`src/rtl/rtc_clk1hz_gen_if.sv`:
```
// APB slave bundle for the RTC 1 Hz prescaler: the PCLK-domain register port.
interface rtc_clk1hz_gen_if;
    logic        PSEL;
    logic        PENABLE;
    logic        PWRITE;
    logic [11:2] PADDR;
    logic [31:0] PWDATA;
    logic [31:0] PRDATA;

    modport master (output PSEL, PENABLE, PWRITE, PADDR, PWDATA, input PRDATA);
    modport slave  (input PSEL, PENABLE, PWRITE, PADDR, PWDATA, output PRDATA);
endinterface

```
`src/rtl/rtc_clk1hz_gen.sv`:
```
// PCLK prescaler producing the RTC 1 Hz clock and a one-cycle tick, with an
// APB-programmable divisor and an optional periodic +/-1 cycle trim.
module rtc_clk1hz_gen #(
    parameter logic [31:0] DEF_DIV = 32'd24_999_999
) (
    input  logic              PCLK,
    input  logic              PRESETn,
    rtc_clk1hz_gen_if.slave   apb,
    output logic              CLK1HZ,
    output logic              TICK1HZ
);
    typedef enum logic {S_IDLE = 1'b0, S_RUN = 1'b1} state_e;

    localparam logic [9:0] A_PSDIV  = 10'h000;
    localparam logic [9:0] A_PSCR   = 10'h001;
    localparam logic [9:0] A_PSTRIM = 10'h002;
    localparam logic [9:0] A_PSCNT  = 10'h003;

    state_e      state_q, state_d;
    logic [31:0] psdiv_q, psdiv_d;
    logic [15:0] trimn_q, trimn_d;
    logic        trimsgn_q, trimsgn_d;
    logic [31:0] cnt_q, cnt_d;
    logic [15:0] tcnt_q, tcnt_d;
    logic [31:0] div_act_q, div_act_d;
    logic        clk_q, clk_d;
    logic        tick_q, tick_d;

    logic        wr_en, wr_div, wr_cr, wr_trim;
    logic        run_active, trim_due, trim_wrap;
    logic [31:0] dive, term;
    logic [32:0] half;

    assign wr_en   = apb.PSEL & apb.PENABLE & apb.PWRITE;
    assign wr_div  = wr_en && (apb.PADDR == A_PSDIV);
    assign wr_cr   = wr_en && (apb.PADDR == A_PSCR);
    assign wr_trim = wr_en && (apb.PADDR == A_PSTRIM);

    always_comb begin
        psdiv_d   = psdiv_q;
        trimn_d   = trimn_q;
        trimsgn_d = trimsgn_q;
        if (wr_div) psdiv_d = apb.PWDATA;
        if (wr_trim) begin
            trimn_d   = apb.PWDATA[15:0];
            trimsgn_d = apb.PWDATA[16];
        end
    end

    always_comb begin
        state_d = state_q;
        case (state_q)
            S_IDLE:  if (wr_cr && apb.PWDATA[0])  state_d = S_RUN;
            S_RUN:   if (wr_cr && !apb.PWDATA[0]) state_d = S_IDLE;
            default: state_d = S_IDLE;
        endcase
    end

    // Counting only happens while both the current and next state are RUN, so
    // the enabling write edge leaves cnt at 0 and the disabling edge clears it.
    assign run_active = (state_q == S_RUN) && (state_d == S_RUN);

    always_comb begin
        dive      = (div_act_q == 32'd0) ? 32'd1 : div_act_q;
        trim_due  = (trimn_q != 16'd0) && (tcnt_q == trimn_q - 16'd1);
        trim_wrap = (trimn_q == 16'd0) || (tcnt_q >= trimn_q - 16'd1);
        half      = ({1'b0, dive} + 33'd1) >> 1;
        term      = dive;
        // Lengthening is dropped at the top of the range so TERM cannot wrap.
        if (trim_due) begin
            if (!trimsgn_q && (dive != 32'hFFFF_FFFF)) term = dive + 32'd1;
            else if (trimsgn_q && (dive >= 32'd2))     term = dive - 32'd1;
        end

        cnt_d     = 32'd0;
        tcnt_d    = 16'd0;
        div_act_d = psdiv_q;
        tick_d    = 1'b0;
        clk_d     = 1'b0;
        if (run_active) begin
            if (cnt_q == term) begin
                tcnt_d = trim_wrap ? 16'd0 : tcnt_q + 16'd1;
                tick_d = 1'b1;
            end else begin
                cnt_d     = cnt_q + 32'd1;
                tcnt_d    = tcnt_q;
                div_act_d = div_act_q;
            end
            clk_d = ({1'b0, cnt_d} >= half);
        end
    end

    always_ff @(posedge PCLK or negedge PRESETn) begin
        if (!PRESETn) state_q <= S_IDLE;
        else          state_q <= state_d;
    end

    always_ff @(posedge PCLK or negedge PRESETn) begin
        if (!PRESETn) begin
            psdiv_q   <= DEF_DIV;
            trimn_q   <= 16'd0;
            trimsgn_q <= 1'b0;
            cnt_q     <= 32'd0;
            tcnt_q    <= 16'd0;
            div_act_q <= DEF_DIV;
            clk_q     <= 1'b0;
            tick_q    <= 1'b0;
        end else begin
            psdiv_q   <= psdiv_d;
            trimn_q   <= trimn_d;
            trimsgn_q <= trimsgn_d;
            cnt_q     <= cnt_d;
            tcnt_q    <= tcnt_d;
            div_act_q <= div_act_d;
            clk_q     <= clk_d;
            tick_q    <= tick_d;
        end
    end

    always_comb begin
        apb.PRDATA = 32'd0;
        if (apb.PSEL && !apb.PWRITE) begin
            case (apb.PADDR)
                A_PSDIV:  apb.PRDATA = psdiv_q;
                A_PSCR:   apb.PRDATA = {31'd0, state_q == S_RUN};
                A_PSTRIM: apb.PRDATA = {15'd0, trimsgn_q, trimn_q};
                A_PSCNT:  apb.PRDATA = cnt_q;
                default:  apb.PRDATA = 32'd0;
            endcase
        end
    end

    assign CLK1HZ  = clk_q;
    assign TICK1HZ = tick_q;
endmodule

```
`src/flat_wrapper.sv`:
```
// flat-port wrapper written by rule: the top's interface ports become plain ports
module rtc_clk1hz_gen_flat 
#(
    parameter logic [31:0] DEF_DIV = 32'd24_999_999
)
  (PCLK, PRESETn, CLK1HZ, TICK1HZ, apb_PSEL, apb_PENABLE, apb_PWRITE, apb_PADDR, apb_PWDATA, apb_PRDATA);
  rtc_clk1hz_gen_if apb_i ();
  input  logic PCLK;
  input  logic PRESETn;
  output logic CLK1HZ;
  output logic TICK1HZ;
  input wire logic [$bits(apb_i.PSEL)-1:0] apb_PSEL;
  input wire logic [$bits(apb_i.PENABLE)-1:0] apb_PENABLE;
  input wire logic [$bits(apb_i.PWRITE)-1:0] apb_PWRITE;
  input wire logic [$bits(apb_i.PADDR)-1:0] apb_PADDR;
  input wire logic [$bits(apb_i.PWDATA)-1:0] apb_PWDATA;
  output wire logic [$bits(apb_i.PRDATA)-1:0] apb_PRDATA;
  assign apb_i.PSEL = apb_PSEL;
  assign apb_i.PENABLE = apb_PENABLE;
  assign apb_i.PWRITE = apb_PWRITE;
  assign apb_i.PADDR = apb_PADDR;
  assign apb_i.PWDATA = apb_PWDATA;
  assign apb_PRDATA = apb_i.PRDATA;
  rtc_clk1hz_gen #(.DEF_DIV(DEF_DIV)) u_core (.PCLK(PCLK), .PRESETn(PRESETn), .apb(apb_i), .CLK1HZ(CLK1HZ), .TICK1HZ(TICK1HZ));
endmodule
```
`config.mk`:
```
export PLATFORM = sky130hd
export DESIGN_NAME = rtc_clk1hz_gen_flat
export DESIGN_NICKNAME = d
export VERILOG_FILES = /design/src/rtl/rtc_clk1hz_gen_if.sv /design/src/rtl/rtc_clk1hz_gen.sv /design/src/flat_wrapper.sv
export SDC_FILE = /design/constraint.sdc
export NUM_CORES = 1
export LEC_CHECK = 0
export CAP_MARGIN = 10
export CORE_MARGIN = 5
export CORE_UTILIZATION = 55
export DETAILED_ROUTE_END_ITERATION = 8
export GPL_TIMING_DRIVEN = 0
export PLACE_DENSITY = 0.76
export RECOVER_POWER = 100
export SKIP_CTS_REPAIR_TIMING = 1
export SYNTH_ARGS = -nofsm -noshare
export SYNTH_HDL_FRONTEND = slang
export SYNTH_SLANG_ARGS = --single-unit
```
`constraint.sdc`:
```
create_clock -name PCLK -period 9.9 [get_ports PCLK]
set_input_delay 1.98 -clock PCLK [delete_from_list [all_inputs] [get_ports PCLK]]
set_output_delay 1.98 -clock PCLK [all_outputs]
set_load 0.05 [all_outputs]
```
==> results.md, run 1 <==
- Status: complete, but fails checks
- Failing checks: capacitance limit, slew limit
- Num CTS Buffers: 17
- WL/cell: ~24 microns
- Synth warn: 0
- Post-Place Cell Area: 12000 sq um
- Number of synthesized flops with an enable pin: 0
- Port Buf Inserts: 80
- Routability cong.: approximately 1.0
- Final global-route overflow total: 0
- Hold wc startpoint: u_core.psdiv_q[17]$_DFFE_PN0P_
- Flop2flop setup slack: about 250 ps
- Std cell rows: between 50 and 60
- FMAX: between 100 and 150 MHz
- DP HPWL: roughly 30 mm
- Vias/cell: about 6.5
- Synth cell types: 84
- Critical path capture point type: flop
- Vert. Die Dim: 150 microns
- Mapped Area: 10900 sq um
- Initial Utilization: 55.8%
- Area of the multi-input gates: between 6000 and 7000 sq um
- Cell area after layout: between 10000 and 15000 sq um
- Slew Viols, Final: between 100 and 150
- Reg-to-Reg End: u_core.CLK1HZ$_DFF_PN0_
- Gr usage total: about a third
- Hold Fails Final Rpt: 0
- Io pins: 81
- Register area: between 3000 and 4000 sq um
- Root Driver: clkbuf_16
- Total core area: 19500 sq um
- Initial DRC count: around 1100
- Die Span X: 150 microns
- DRT antenna net count: 0
- CTS tree: done
- First-pass GRT wire length: about 60 mm
- Vias in the first global route: approximately 10000
- Via count: approximately 10000
- Share of cells above drive strength 1: 14.4%
- Maximum Capacitance Violations: 2
- Seq/Total Area, Yosys: 30.8%
- Largest net degree at the start of global routing: between 80 and 90
- Crit path max fanout: 10
- Ys async rst share: 100%
- Syn Inst Count: approximately 1200
- Yosys reg bits: about 130
- Period utilization: 97.5%
- Kind of critical path: flop to flop
- Power density over the cells: ~110 nW/um^2
- Clock buffer depth: 2
- Commonest cells after routing, fill and taps aside: nor2_1 (161), dfrtp_1 (98), nand2_1 (76), clkbuf_1 (72), nand3_1 (72)
- Crit Reg-Reg Startpoint: u_core.trimn_q[0]$_DFFE_PN0P_
- DIE AREA: around 23000 sq um
- Final Skew: 12.4 ps
- Minimum clock period: approximately 9700 ps
- Most common cell after layout, fill and taps aside: nor2_1
- Synth Net Count: 1331
- Antenna violations before repair: 2
- # diodes: 0
- Utilization after layout: between 60% and 70%
- Worst R2R Path Depth: 32
- Nets: 1434
- Top_reg_cell synth: dfrtp_1
- Worst path required time: 10160 ps
- Final hold slack: 505 ps
- Most frequent CP cell: a21o_1
- Worst Path Arrival: about 10000 ps
- Number of fillers in the final layout: ~1700
- Final Power: 1330 uW
- # setup viols final: 0
- CP max stage cell: clkbuf_1
- CP peak stage delay: roughly 630 ps
- Synthesized area per cell: between 8 and 9 sq um
- RSZ-0062 raised after global routing: no
- Layout Area Growth over Synthesis: 15.2%
- Hold Crit Depth: 1
- Worst-path clk slew: about 70 ps
- Final wirelength: between 30 and 40 mm
- Worst vdd ir: roughly 0.11 mV
- Worst Hold End: u_core.div_act_q[17]$_DFFE_PN0P_
- CTS Sinks: 132
- Worst relative slew slack: -203%
- H-tree Lvls: 4
- Startpoint Class: flop
- Leak: 0.00538 uW
- Worst-Skew Late Latency: approximately 440 ps
- Worst Tran Pin Value: between 4000 and 5000 ps
- DRC Markers: 0
- First-pass DRT Iterations: 6
- Worst hold path class: flop to flop
[worst max path at each step]
stage                                startpoint                 endpoint  slack, ps  depth (start not counted)
5_1_grt           u_core.trimn_q[0]$_DFFE_PN0P_  u_core.CLK1HZ$_DFF_PN0_         20                         32
4_1_cts           u_core.trimn_q[0]$_DFFE_PN0P_  u_core.CLK1HZ$_DFF_PN0_        -80                         31
6_report          u_core.trimn_q[0]$_DFFE_PN0P_  u_core.CLK1HZ$_DFF_PN0_        250                         32
3_3_place_gp   u_core.div_act_q[23]$_DFFE_PN0P_  u_core.CLK1HZ$_DFF_PN0_       -170                         31
2_1_floorplan     u_core.trimn_q[0]$_DFFE_PN0P_  u_core.CLK1HZ$_DFF_PN0_       2360                         33
3_5_place_dp      u_core.trimn_q[0]$_DFFE_PN0P_  u_core.CLK1HZ$_DFF_PN0_         -9                         31
[kinds of logic after synthesis]
logic type,Yosys count,share of synthesized area (%)
and+or+nand+nor,511,24.3
AOI/OAI and AO/OA,212,13.9
DFF,132,30.8
xor gates and xnor gates,112,9.04
buffers and inverters,106,4.12
muxes,103,11.6
adders and majority gates,54,6.23
[per-stage QoR]
step | setup slack, ps | setup TNS (ps) | cells
5_1_grt | 25.0 | 0 | 1611
2_1_floorplan | 2360 | 0 | 1230
6_report | 247 | 0 | 1611
3_5_place_dp | -8.82 | -8.82 | 1577
3_3_place_gp | -169 | -169 | 1575
4_1_cts | -75.5 | -75.5 | 1609
[worst max-delay path: cells and delay by family, from the launching register on]
| kind | cells | cell delay (ps) |
|---|---|---|
| and+or+nand+nor | 10 | 2990 |
| AOI/OAI and AO/OA | 10 | 2500 |
| buffers and inverters | 7 | 2310 |
| adders and majority gates | 3 | 780 |
| xor gates and xnor gates | 2 | 450 |
| DFF | 1 | 440 |
[report_power, final]
group	internal, uW	total [uW]	switching, uW
combinational	40.2	110	70.1
clock	406	679	273
sequential	542	543	1.35
[cells in the mapped netlist, drive strengths merged (3+ instances only)]
| master | n | share of area [%] |
|---|---|---|
| a21bo | 13 | 1.2 |
| nor3 | 31 | 1.5 |
| xor2 | 52 | 4.2 |
| o31ai | 7 | 0.48 |
| a2111oi | 6 | 0.50 |
| nand4b | 3 | 0.24 |
| dfrtp | 98 | 23 |
| a21oi | 42 | 1.9 |
| or3 | 25 | 1.5 |
| nand2b | 12 | 0.69 |
| o2111ai | 7 | 0.62 |
| buf | 30 | 1.5 |
| o21ai | 32 | 1.5 |
| nand4 | 24 | 1.4 |
| and4 | 4 | 0.32 |
| or4 | 16 | 1.1 |
| clkbuf | 58 | 2.0 |
| nand2 | 76 | 2.6 |
| and3 | 20 | 1.2 |
| nor4 | 25 | 2.1 |
| nor2b | 11 | 0.63 |
| or2 | 14 | 0.83 |
| nand3 | 72 | 3.3 |
| mux2i | 6 | 0.55 |
| a211oi | 9 | 0.62 |
| ha | 54 | 6.2 |
| o32ai | 4 | 0.32 |
| o21a | 9 | 0.62 |
| a31oi | 4 | 0.23 |
| nor2 | 163 | 5.7 |
| dfstp | 34 | 8.2 |
| and2 | 3 | 0.17 |
| a21o | 14 | 0.97 |
| mux2 | 97 | 11 |
| a22oi | 34 | 2.4 |
| xnor2 | 60 | 4.8 |
| nor4b | 5 | 0.46 |
| inv | 18 | 0.62 |
[registers in the layout, indices dropped and copies added (netlist names)]
register          count
u_core.CLK1HZ         1
u_core.TICK1HZ        1
u_core.cnt_q         32
u_core.div_act_q     32
u_core.psdiv_q       32
u_core.state_q        1
u_core.tcnt_q        16
u_core.trimn_q       16
u_core.trimsgn_q      1
[per-layer routing]
metal	track usage, %	share of wire (%)	wire length [microns]	vias up
met2	50.4	43	16500	633
met1	50.1	43	16500	5023
li1	-	-	-	4677
met5	0	0	0	-
met3	9.93	12	4480	100
met4	9.84	3.1	1210	0
[area by class of cell]
type                    count  share of cell area, %
plain buffers              88                   2.81
flip-flops and latches    132                   26.8
clock buffers              18                   3.51
inverters                  18                  0.540
clock inverters            14                   1.40
multi-input cells         992                   55.8
repair buffers             84                   6.51
well taps                 265                   2.65
Note: power is estimated with default switching activity, not from simulation.
==> run 2, diff against run 1 <==
--- a/config.mk
+++ b/config.mk
@@ -7,10 +7,10 @@
 export LEC_CHECK = 0
 export CAP_MARGIN = 10
 export CORE_MARGIN = 5
-export CORE_UTILIZATION = 55
+export CORE_UTILIZATION = 45
 export DETAILED_ROUTE_END_ITERATION = 8
+export GPL_ROUTABILITY_DRIVEN = 0
 export GPL_TIMING_DRIVEN = 0
-export PLACE_DENSITY = 0.76
 export RECOVER_POWER = 100
 export SKIP_CTS_REPAIR_TIMING = 1
 export SYNTH_ARGS = -nofsm -noshare
==> results.md, run 2 (synthesized netlist as in run 1, its figures left out) <==
- Status: complete, but fails checks
- Failing checks: capacitance limit, slew limit
- H-tree Lvls: 4
- Non-filler cells in the finished layout: roughly 1700
- Nets: 1431
- Most common cell after layout, fill and taps aside: nor2_1
- Total core area: between 20000 and 25000 sq um
- Clock buffer depth: 2
- CTS Sinks: between 100 and 150
- Root Driver: clkbuf_16
- Via count: just over 10000
- Slew Viols, Final: about 140
- Largest net degree at the start of global routing: roughly 90
- Vert. Die Dim: approximately 170 microns
- DP HPWL: 28.8 mm
- Port Buf Inserts: 80
- Worst-path clk slew: 70 ps
- Worst Path Arrival: 9900 ps
- First-pass DRT Iterations: 8
- Worst vdd ir: roughly 0.096 mV
- Vias/cell: around 6
- Worst hold path class: flop to flop
- Minimum clock period: between 9000 and 10000 ps
- Worst relative slew slack: -228%
- Worst Hold End: u_core.div_act_q[17]$_DFFE_PN0P_
- Antenna violations before repair: 0
- Layout Area Growth over Synthesis: 15.8%
- Crit Reg-Reg Startpoint: u_core.trimn_q[0]$_DFFE_PN0P_
- Critical path capture point type: flop
- Reg-to-Reg End: u_core.CLK1HZ$_DFF_PN0_
- Final wirelength: 37.3 mm
- DRC Markers: 0
- Hold Fails Final Rpt: 0
- Power density over the cells: approximately 110 nW/um^2
- Worst path required time: 10150 ps
- Initial DRC count: 1200
- Final Power: 1350 uW
- Share of cells above drive strength 1: between 10% and 20%
- Die Span X: between 150 and 200 microns
- CTS tree: done
- Hold wc startpoint: u_core.psdiv_q[17]$_DFFE_PN0P_
- Final Skew: roughly 18 ps
- Startpoint Class: flop
- Commonest cells after routing, fill and taps aside: nor2_1 (161), dfrtp_1 (98), nand2_1 (76), nand3_1 (72), clkbuf_1 (69)
- Kind of critical path: flop to flop
- Flop2flop setup slack: 250 ps
- Crit path max fanout: 10
- Std cell rows: 56
- Leak: approximately 0.0054 uW
- Initial Utilization: ~46%
- FMAX: about 100 MHz
- Placed insts: roughly 1600
- DIE AREA: 27300 sq um
- Largest regs: u_core.cnt_q x32, u_core.div_act_q x32, u_core.psdiv_q x32
- Vias in the first global route: approximately 9900
- Worst-Skew Late Latency: approximately 440 ps
- Final global-route overflow total: 0
- Period utilization: between 90% and 100%
- Maximum Capacitance Violations: 3
- Hold Crit Depth: 1
- CP peak stage delay: about 990 ps
- Final hold slack: around 520 ps
- First-pass GRT wire length: between 50 and 60 mm
- Num CTS Buffers: 17
- CP max stage cell: a2111oi_0
- DRT antenna net count: 0
- # setup viols final: 0
- Io pins: a little over 80
- Worst R2R Path Depth: 31
- RSZ-0062 raised after global routing: no
- Most frequent CP cell: a21o_1
- Gr usage total: between 20 and 30%
- WL/cell: approximately 22 microns
- Worst Tran Pin Value: 4930 ps
==> run 2: area by class of cell <==
type	instances	area, sq um
Buffer	87	349
Sequential cell	132	3350
Clock buffer	17	425
Tap cell	319	399
Clock inverter	15	191
Fill cell	2309	11000
Timing Repair Buffer	82	806
Antenna cell	1	2.50
Inverter	18	67.6
Multi-Input combinational cell	992	6980
==> run 2: critical path: cells and delay by family, from the launching register on <==
kind | cells | cell delay [ps]
AO/OA/AOI/OAI | 12 | 3630
XOR/XNOR | 1 | 170
adder cells (fa/ha/maj) | 3 | 760
buffers and inverters | 5 | 1240
flip-flops | 1 | 460
AND/OR/NAND/NOR | 10 | 3170
==> run 2: power by group <==
part / internal [uW] / leakage (uW) / switching (uW)
Clock: 404 / 0.000303 / 293
Combinational: 39.9 / 0.00336 / 70.5
Sequential: 542 / 0.00172 / 1.29
Total: 986 / 0.00538 / 364
==> run 2: worst max-delay path by stage <==
stage                                      from                 endpoint  cells after the start
6_report          u_core.trimn_q[0]$_DFFE_PN0P_  u_core.CLK1HZ$_DFF_PN0_                     31
4_1_cts           u_core.trimn_q[0]$_DFFE_PN0P_  u_core.CLK1HZ$_DFF_PN0_                     32
2_1_floorplan     u_core.trimn_q[0]$_DFFE_PN0P_  u_core.CLK1HZ$_DFF_PN0_                     33
3_5_place_dp      u_core.trimn_q[0]$_DFFE_PN0P_  u_core.CLK1HZ$_DFF_PN0_                     32
3_3_place_gp      u_core.trimn_q[0]$_DFFE_PN0P_  u_core.CLK1HZ$_DFF_PN0_                     32
5_1_grt        u_core.div_act_q[24]$_DFFE_PN1P_  u_core.CLK1HZ$_DFF_PN0_                     33
==> run 2: stage by stage <==
step	cell area, sq um	TNS (ps)	util (%)	setup slack [ps]
after detailed placement	12100	-299	51.2	-299
after floorplan	10900	0	-	2360
after global routing	12600	0	53.2	41.7
after CTS	12700	-344	53.8	-344
final	12600	0	53.2	251
after global placement	12100	-286	51.0	-286
==> run 2: per-layer routing <==
metal | up-vias | part of all wire (%) | GRT usage, %
li1 | 4664 | - | -
met1 | 4918 | 45 | 40.8
met2 | 527 | 43 | 42.1
met3 | 85 | 8.9 | 6.16
met4 | 0 | 2.8 | 7.61
met5 | - | 0 | 0
==> run 3, diff against run 2 <==
--- a/config.mk
+++ b/config.mk
@@ -11,6 +11,7 @@
 export DETAILED_ROUTE_END_ITERATION = 8
 export GPL_ROUTABILITY_DRIVEN = 0
 export GPL_TIMING_DRIVEN = 0
+export MAX_ROUTING_LAYER = met4
 export RECOVER_POWER = 100
 export SKIP_CTS_REPAIR_TIMING = 1
 export SYNTH_ARGS = -nofsm -noshare
==> results.md, run 3 (synthesized netlist as in run 1, its figures left out) <==
- Status: complete, but fails checks
- Failing checks: capacitance limit, slew limit
- Crit path max fanout: 10
- Hold Crit Depth: 1
- DRC Markers: 0
- # setup viols final: 0
- WL/cell: around 22 microns
- Kind of critical path: flop to flop
- Largest net degree at the start of global routing: 91
- P_int: about 990 uW
- Hold Fails Final Rpt: 0
- Pre-CTS WS: -299 ps
- Final wirelength: between 30 and 40 mm
- Reg power frac: 40.3%
- Crit Reg-Reg Startpoint: u_core.div_act_q[24]$_DFFE_PN1P_
- First-pass DRT Iterations: 7
- Flop2flop setup slack: ~370 ps
- Largest regs: u_core.cnt_q x32, u_core.div_act_q x32, u_core.psdiv_q x32
- Cell area after layout: ~13000 sq um
- Vias/cell: about 6
- CTS tree: done
- WP buf/inv: 8
- Period utilization: 96.2%
- First-pass GRT wire length: roughly 60 mm
- CP top delay family: simple AND/OR/NAND/NOR gates
- Critical path capture point type: flop
- Minimum clock period: between 9000 and 10000 ps
- RSZ-0062 raised after global routing: no
- Final WS setup: approximately 370 ps
- Initial DRC count: approximately 1300
- Leak: about 0.0054 uW
- Antenna violations before repair: 0
- Worst hold path class: flop to flop
- Clock buffer depth: 2
- FMAX: 105 MHz
- Logic gate share of total power: under 10%
- Setup TNS: 0 ps
- H-tree Lvls: 4
- Sw frac: 26.8%
- Worst relative slew slack: -222%
- Initial Utilization: roughly 46%
- Num CTS Buffers: 17
- Hold wc startpoint: u_core.psdiv_q[17]$_DFFE_PN0P_
- Worst-path clk slew: around 70 ps
- DRT antenna net count: 0
- Post-Place Cell Area: between 10000 and 15000 sq um
- Layout Area Growth over Synthesis: 15.8%
- Commonest cells after routing, fill and taps aside: nor2_1 (161), dfrtp_1 (98), nand2_1 (76), nand3_1 (72), clkbuf_1 (69)
- Worst vdd ir: roughly 0.095 mV
- DP HPWL: just under 30 mm
- Io pins: between 80 and 90
- Share of cells above drive strength 1: 14.4%
- Net Switching: between 300 and 400 uW
- Gr usage total: between 20 and 30%
- CP max stage cell: or4_1
- Port Buf Inserts: 80
- Vert. Die Dim: roughly 170 microns
- Worst path required time: just over 10000 ps
- Slew Viols, Final: ~140
- Root Driver: clkbuf_16
- DIE AREA: roughly 27000 sq um
- Vias in the first global route: 9890
- Worst-Skew Late Latency: about 440 ps
- Startpoint Class: flop
- Worst Hold End: u_core.div_act_q[17]$_DFFE_PN0P_
- Nets: between 1000 and 1500
- Reg-to-Reg End: u_core.CLK1HZ$_DFF_PN0_
- Via count: approximately 10000
- Worst Path Arrival: 9780 ps
- Total core area: about 24000 sq um
- Final Skew: 18.5 ps
- Share of total power in the clock network: between 50% and 60%
- CP peak stage delay: around 630 ps
- Worst R2R Path Depth: 33
- Std cell rows: 56
- Most common cell after layout, fill and taps aside: nor2_1
- Power density over the cells: 107 nW/um^2
- Most frequent CP cell: a21o_1
- Final hold slack: roughly 520 ps
- Worst Tran Pin Value: approximately 4800 ps
- Maximum Capacitance Violations: 3
- CTS Sinks: approximately 130
- Final global-route overflow total: 0
- Die Span X: 165 microns
-- run 3: cell count changes in the layout (fill, tap and decap cells not counted), sizes merged --
cell and delta:
clkbuf -1, buf +1
-- run 3: area by class of cell --
type                            count  area [sq um]
Multi-Input combinational cell    992          6980
Buffer                             87           349
Timing Repair Buffer               82           806
Antenna cell                        1          2.50
Tap cell                          319           399
Fill cell                        2309         11000
Clock inverter                     15           191
Clock buffer                       17           425
Inverter                           18          67.6
Sequential cell                   132          3350
-- run 3: how the worst max path moves through the flow --
stage | startpoint | to | slack, ps | depth (start not counted)
after floorplan | u_core.trimn_q[0]$_DFFE_PN0P_ | u_core.CLK1HZ$_DFF_PN0_ | 2360 | 33
after global placement | u_core.trimn_q[0]$_DFFE_PN0P_ | u_core.CLK1HZ$_DFF_PN0_ | -290 | 32
after detailed placement | u_core.trimn_q[0]$_DFFE_PN0P_ | u_core.CLK1HZ$_DFF_PN0_ | -300 | 32
after CTS | u_core.trimn_q[0]$_DFFE_PN0P_ | u_core.CLK1HZ$_DFF_PN0_ | -340 | 32
after global routing | u_core.div_act_q[24]$_DFFE_PN1P_ | u_core.CLK1HZ$_DFF_PN0_ | 50 | 33
final | u_core.div_act_q[24]$_DFFE_PN1P_ | u_core.CLK1HZ$_DFF_PN0_ | 370 | 33
-- run 3: through the flow --
stage	utilization [%]	power [uW]	instances
global placement	51.0	661	1629
global route	53.2	1380	1662
CTS	53.8	1350	1662
finish	53.2	1350	1663
detailed placement	51.2	663	1630
floorplan	-	604	1230
-- run 3: metal layers --
layer / vias up / share of wire (%) / track usage, %
met2: 482 / 43 / 42.1
met3: 81 / 8.8 / 5.71
met1: 4959 / 45 / 41.1
met4: 0 / 2.9 / 7.69
li1: 4672 / - / -
met5: - / 0 / -
-- run 3: power groups by stage --
stage                     Sequential, uW  Clock [uW]  Combinational, uW
after floorplan                      552           0               52.1
after global placement               553           0                108
after detailed placement             553           0                110
after CTS                            543         699                111
after global routing                 543         722                119
final                                543         694                110
